==> config.mk <==
export PLATFORM = sky130hd
export DESIGN_NAME = aes_sbox_pipe
export DESIGN_NICKNAME = d
export VERILOG_FILES = /design/src/rtl/aes_sbox_pipe.sv
export SDC_FILE = /design/constraint.sdc
export NUM_CORES = 2
export LEC_CHECK = 0
export ABC_AREA = 0
export CAP_MARGIN = 0
export CORE_MARGIN = 2
export CORE_UTILIZATION = 30
export DETAILED_ROUTE_END_ITERATION = 12
export PLACE_DENSITY = 0.44
export SLEW_MARGIN = 20
export SYNTH_ARGS = -nofsm -noshare
export SYNTH_HDL_FRONTEND = slang
export SYNTH_SLANG_ARGS = --single-unit
export TNS_END_PERCENT = 20
==> constraint.sdc <==
create_clock -name i_clk -period 18.1 [get_ports i_clk]
set_input_delay 5.43 -clock i_clk [delete_from_list [all_inputs] [get_ports i_clk]]
set_output_delay 5.43 -clock i_clk [all_outputs]
set_load 0.02 [all_outputs]
==> src/rtl/aes_sbox_pipe.sv <==
// Two-stage pipelined AES SubBytes / InvSubBytes engine over N_BYTES independent lanes.
// Optional self-check stage with sticky o_fault port when AES_SBOX_FAULT_CHK_EN is defined.
module aes_sbox_pipe #(
   parameter int N_BYTES = 4,
   parameter int TAG_W   = 4
) (
   input  logic                 i_clk,
   input  logic                 i_rst_n,
   input  logic                 i_valid,
   output logic                 o_ready,
   input  logic                 i_mode,
   input  logic [8*N_BYTES-1:0] i_data,
   input  logic [TAG_W-1:0]     i_tag,
   output logic                 o_valid,
   input  logic                 i_ready,
   output logic [8*N_BYTES-1:0] o_data,
   output logic [TAG_W-1:0]     o_tag,
   output logic                 o_mode,
   output logic                 o_busy
`ifdef AES_SBOX_FAULT_CHK_EN
   ,
   output logic                 o_fault
`endif
);

   localparam int DW = 8 * N_BYTES;

   function automatic logic [7:0] rotl8(input logic [7:0] b, input int unsigned n);
      logic [15:0] t;
      t = {b, b} << n;
      return t[15:8];
   endfunction

   function automatic logic [7:0] xtime(input logic [7:0] a);
      return a[7] ? ({a[6:0], 1'b0} ^ 8'h1B) : {a[6:0], 1'b0};
   endfunction

   function automatic logic [7:0] gf_mul(input logic [7:0] a, input logic [7:0] b);
      logic [7:0] p;
      logic [7:0] aa;
      p  = 8'h00;
      aa = a;
      for (int i = 0; i < 8; i++) begin
         if (b[i]) p = p ^ aa;
         aa = xtime(aa);
      end
      return p;
   endfunction

   // Inverse as b^254 built from the squares b^2..b^128; 0 maps to 0 naturally.
   function automatic logic [7:0] gf_inv(input logic [7:0] b);
      logic [7:0] sq;
      logic [7:0] r;
      sq = b;
      r  = 8'h01;
      for (int i = 1; i < 8; i++) begin
         sq = gf_mul(sq, sq);
         r  = gf_mul(r, sq);
      end
      return r;
   endfunction

   function automatic logic [7:0] affine(input logic [7:0] b);
      return b ^ rotl8(b, 1) ^ rotl8(b, 2) ^ rotl8(b, 3) ^ rotl8(b, 4) ^ 8'h63;
   endfunction

   function automatic logic [7:0] inv_affine(input logic [7:0] b);
      return rotl8(b, 1) ^ rotl8(b, 3) ^ rotl8(b, 6) ^ 8'h05;
   endfunction

   logic             adv2;
   logic             ready;
   logic             load1;

   logic             v1_q, v1_d;
   logic [DW-1:0]    s1_data_q, s1_data_d;
   logic             s1_mode_q, s1_mode_d;
   logic [TAG_W-1:0] s1_tag_q, s1_tag_d;

   logic             v2_q, v2_d;
   logic [DW-1:0]    s2_data_q, s2_data_d;
   logic             s2_mode_q, s2_mode_d;
   logic [TAG_W-1:0] s2_tag_q, s2_tag_d;

   // Handshake: a transfer happens on a rising edge where valid and ready are both 1;
   // ready never depends on valid, and valid never drops without a transfer.
   always_comb begin
      adv2  = v1_q & (~v2_q | i_ready);
      ready = ~v1_q | adv2;
      load1 = i_valid & ready;

      v1_d = v1_q;
      if (load1)     v1_d = 1'b1;
      else if (adv2) v1_d = 1'b0;

      v2_d = v2_q;
      if (adv2)         v2_d = 1'b1;
      else if (i_ready) v2_d = 1'b0;

      s1_data_d = s1_data_q;
      s1_mode_d = s1_mode_q;
      s1_tag_d  = s1_tag_q;
      if (load1) begin
         s1_mode_d = i_mode;
         s1_tag_d  = i_tag;
         for (int k = 0; k < N_BYTES; k++) begin
            s1_data_d[8*k +: 8] = i_mode ? inv_affine(i_data[8*k +: 8]) : i_data[8*k +: 8];
         end
      end

      s2_data_d = s2_data_q;
      s2_mode_d = s2_mode_q;
      s2_tag_d  = s2_tag_q;
      if (adv2) begin
         s2_mode_d = s1_mode_q;
         s2_tag_d  = s1_tag_q;
         for (int k = 0; k < N_BYTES; k++) begin
            s2_data_d[8*k +: 8] = s1_mode_q ? gf_inv(s1_data_q[8*k +: 8])
                                            : affine(gf_inv(s1_data_q[8*k +: 8]));
         end
      end
   end

   always_ff @(posedge i_clk) begin
      if (!i_rst_n) begin
         v1_q      <= 1'b0;
         s1_data_q <= '0;
         s1_mode_q <= 1'b0;
         s1_tag_q  <= '0;
         v2_q      <= 1'b0;
         s2_data_q <= '0;
         s2_mode_q <= 1'b0;
         s2_tag_q  <= '0;
      end else begin
         v1_q      <= v1_d;
         s1_data_q <= s1_data_d;
         s1_mode_q <= s1_mode_d;
         s1_tag_q  <= s1_tag_d;
         v2_q      <= v2_d;
         s2_data_q <= s2_data_d;
         s2_mode_q <= s2_mode_d;
         s2_tag_q  <= s2_tag_d;
      end
   end

   assign o_ready = ready;
   assign o_valid = v2_q;
   assign o_data  = s2_data_q;
   assign o_tag   = s2_tag_q;
   assign o_mode  = s2_mode_q;
   assign o_busy  = v1_q | v2_q;

`ifdef AES_SBOX_FAULT_CHK_EN
   logic [DW-1:0] s1_orig_q, s1_orig_d;
   logic [DW-1:0] s2_orig_q, s2_orig_d;
   logic          chk_v_q, chk_v_d;
   logic [DW-1:0] chk_data_q, chk_data_d;
   logic [DW-1:0] chk_orig_q, chk_orig_d;
   logic          chk_mode_q, chk_mode_d;
   logic          fault_q, fault_d;
   logic          mismatch;
   logic [7:0]    back;

   // Each delivered result is run back through the opposite transform and must
   // reproduce the byte that entered the pipe.
   always_comb begin
      s1_orig_d = load1 ? i_data : s1_orig_q;
      s2_orig_d = adv2 ? s1_orig_q : s2_orig_q;

      chk_v_d    = v2_q & i_ready;
      chk_data_d = chk_data_q;
      chk_orig_d = chk_orig_q;
      chk_mode_d = chk_mode_q;
      if (chk_v_d) begin
         chk_data_d = s2_data_q;
         chk_orig_d = s2_orig_q;
         chk_mode_d = s2_mode_q;
      end

      mismatch = 1'b0;
      back     = 8'h00;
      for (int k = 0; k < N_BYTES; k++) begin
         back = chk_mode_q ? affine(gf_inv(chk_data_q[8*k +: 8]))
                           : gf_inv(inv_affine(chk_data_q[8*k +: 8]));
         if (back != chk_orig_q[8*k +: 8]) mismatch = 1'b1;
      end
      fault_d = fault_q | (chk_v_q & mismatch);
   end

   always_ff @(posedge i_clk) begin
      if (!i_rst_n) begin
         s1_orig_q  <= '0;
         s2_orig_q  <= '0;
         chk_v_q    <= 1'b0;
         chk_data_q <= '0;
         chk_orig_q <= '0;
         chk_mode_q <= 1'b0;
         fault_q    <= 1'b0;
      end else begin
         s1_orig_q  <= s1_orig_d;
         s2_orig_q  <= s2_orig_d;
         chk_v_q    <= chk_v_d;
         chk_data_q <= chk_data_d;
         chk_orig_q <= chk_orig_d;
         chk_mode_q <= chk_mode_d;
         fault_q    <= fault_d;
      end
   end

   assign o_fault = fault_q;
`endif

endmodule

==> results.cfg <==
[run_status]
status = finished, final reports clean

[floorplan]
die-width_um = 462
die_h_um = 462
die-area_um2 = 214000
core_area_um2 = 209000
num_io_pins = 81
start_util_pct = 30.1
rows = 168

[critical_path]
critPathCaptureType = flip-flop
slowest_delay_ns = 0.87
worst-path-buf-inv = 4
cp_top_family = XOR/XNOR gates
worstSetupStartpointType = flip-flop
worstPathArrival_ns = 17.16
cp.required_ns = 18.35
cp_slowest_cell = xnor2_1
worst-setup-path-type = reg -> reg
critical_path.max_fanout = 12

[route]
drt-vias-per-instance = 5.31
drtIter0Drc = 4199
post_drt_wl_per_cell_um = 18.3
drcViolationCount = 0
num_vias = 60123
wl_um = 207000
dr.pass1.iters = 7
postRouteAntennaNets = 0

[sta]
tns_ns = 0
fmax_mhz = 59.1
fin_crit_sh_pct = 93.4
rsz0062_at_grt = no
fin_skew_ns = 0.0120
worst_pin_slew_ns = 1.09
slew_viol_final = 0
report.final.hold_viol_count = 0
setup-violations-final = 0
period_minus_slack_ns = 16.91
slew_headroom_pct = 26.9

[finish]
areaGrowthSynthToFinish_pct = 9.11
layout.nets = 8580
drive_gt1_share_pct = 10.9
n_fill_cell = 22313
layout.cells.non_filler = 11322

[logic_synthesis]
seq_area_frac_synth_pct = 2.41
avgSynthCellArea_um2 = 7.29
ys_ff_latch = 76
async_flop_share_pct = 0
synth_warnings = 0
synth_edf_count = 0
synth_area_um2 = 63000
yosysTopAreaCell = xnor2_1
syn-instance-count = 8643
synth_top_area_share_pct = 22.6
synth_area_leaders = xnor2_1 (23%), xnor3_1 (8.9%), nor2_1 (7.6%)
synth_top_flop_cell = dfxtp_1
synthDistinctLibCells = 122
syn_nets = 8712

[clock_network]
worstSkewPairLatency_ns = 0.40
tritoncts = done
cts_inserted_buffers = 9
htree_levels = 3
clk_pin_slew_ns = 0.07
cts.hold.buffers_added = 0
cts_root_buf = clkbuf_16
clock-sinks = 76
clockBufferDepth = 2

[global_routing]
grt_overflow = 0
antenna_found_initial = 0
grt_max_degree = 58
grt.total_usage_pct = 18.9
grt_pass1_wl_um = 333000
grt_pass1_vias = 58422

[hold_path]
min_path_type = reg -> reg

[placed_design]
hpwl_um = 151000
io_buffer_count = 80
dp_cells = 11301
place_congestion = 0.870

[run]
maxCapViolations = 0
tightest hold or removal path, delay by kind of cell (launching register included):
kind | cells | cell delay [ns]
simple gates | 1 | 0.05
flops | 1 | 0.31
compound gates | 1 | 0.05
layer usage:
metal	track usage, %	vias to the layer above	part of all wire [%]
li1	-	29585	-
met4	4.00	0	1.7
met1	25.8	29055	47
met5	0	-	0
met3	0.399	185	3.0
met2	33.1	1298	49
logic make-up after synthesis:
logic type | share of synthesized area (%)
flops | 2.41
buf+inv | 4.95
compound gates | 19.1
xor+xnor | 46.7
fa+ha+maj | 0.572
mux | 5.11
simple gates | 21.1
area by class of cell:
| type | count | area (um2) | share of cell area (%) |
|---|---|---|---|
| repair buffers | 468 | 3710 | 5.39 |
| flip-flops and latches | 76 | 1520 | 2.21 |
| multi-input cells | 7837 | 59200 | 86.2 |
| well taps | 2805 | 3510 | 5.11 |
| diodes | 1 | 2.50 | 0.00364 |
| inverters | 119 | 447 | 0.650 |
| clock buffers | 9 | 225 | 0.328 |
| clock inverters | 7 | 105 | 0.153 |
state kept, by name, summed over array words and instances (netlist names):
register,count
o_tag,4
s1_tag_q,4
s1_mode_q,1
v1_q,1
s1_data_q,32
o_data,32
o_valid,1
o_mode,1
cell usage in the layout (no fill, tap or decap), types with 199 or more instances in the layout:
master	Yosys	layout
nand3_1	199	199
xnor3_1	249	249
mux2i_1	249	248
nand2_1	882	882
nor3_1	285	285
a21oi_1	487	487
xnor2_1	1628	1561
xor2_1	445	416
nor2_1	1282	1282
o21ai_0	347	347
buf_4	33	388
Yosys cell counts, types with 26 or more instances:
master / count
a211oi_1: 93
a21o_1: 26
a21oi_1: 487
a221oi_1: 32
a22oi_1: 51
a31oi_1: 83
and2_1: 42
and3_1: 47
buf_1: 44
buf_2: 150
buf_4: 33
clkbuf_1: 375
dfxtp_1: 76
ha_1: 28
inv_1: 86
mux2_2: 48
mux2i_1: 249
nand2_1: 882
nand2b_1: 42
nand3_1: 199
nand4_1: 35
nor2_1: 1282
nor2b_1: 57
nor3_1: 285
nor4_1: 29
o211ai_1: 101
o21ai_0: 347
o21ai_1: 50
o221ai_1: 32
o22ai_1: 126
o31ai_1: 34
or3_1: 56
xnor2_1: 1628
xnor2_2: 120
xnor2_4: 40
xnor3_1: 249
xnor3_2: 27
xor2_1: 445
xor2_2: 50
xor3_1: 32
what timing repair did:
| item | 4_1_cts | 5_1_grt |
|---|---|---|
| resized for setup | 0 | 27 |
| buffers inserted | 0 | 4 |
| endpoints found under the setup margin | 0 | 31 |
per-stage QoR:
stage               util (%)  cell area, um2  setup slack [ns]  hold slack (ns)
finish                  32.9           68700              1.19            0.455
global route            32.9           68700            0.0353            0.471
CTS                     32.7           68500             0.377            0.458
detailed placement      32.6           68100             0.452            0.446
global placement        32.6           68100             0.549            0.442
floorplan                  -           63000              2.31            0.432
final timing paths:
check	startpoint	to	cells after the start	slack [ns]
setup / recovery	s1_data_q[0]	o_data[2]	56	1.19
hold / removal	o_data[19]	o_data[19]	2	0.45
setup reg to reg	s1_data_q[0]	o_data[2]	56	1.19
hold reg to reg	o_data[19]	o_data[19]	2	0.45
Power is not shown: default switching activity piles up to over one toggle a cycle in this logic, so the estimate is an artifact.
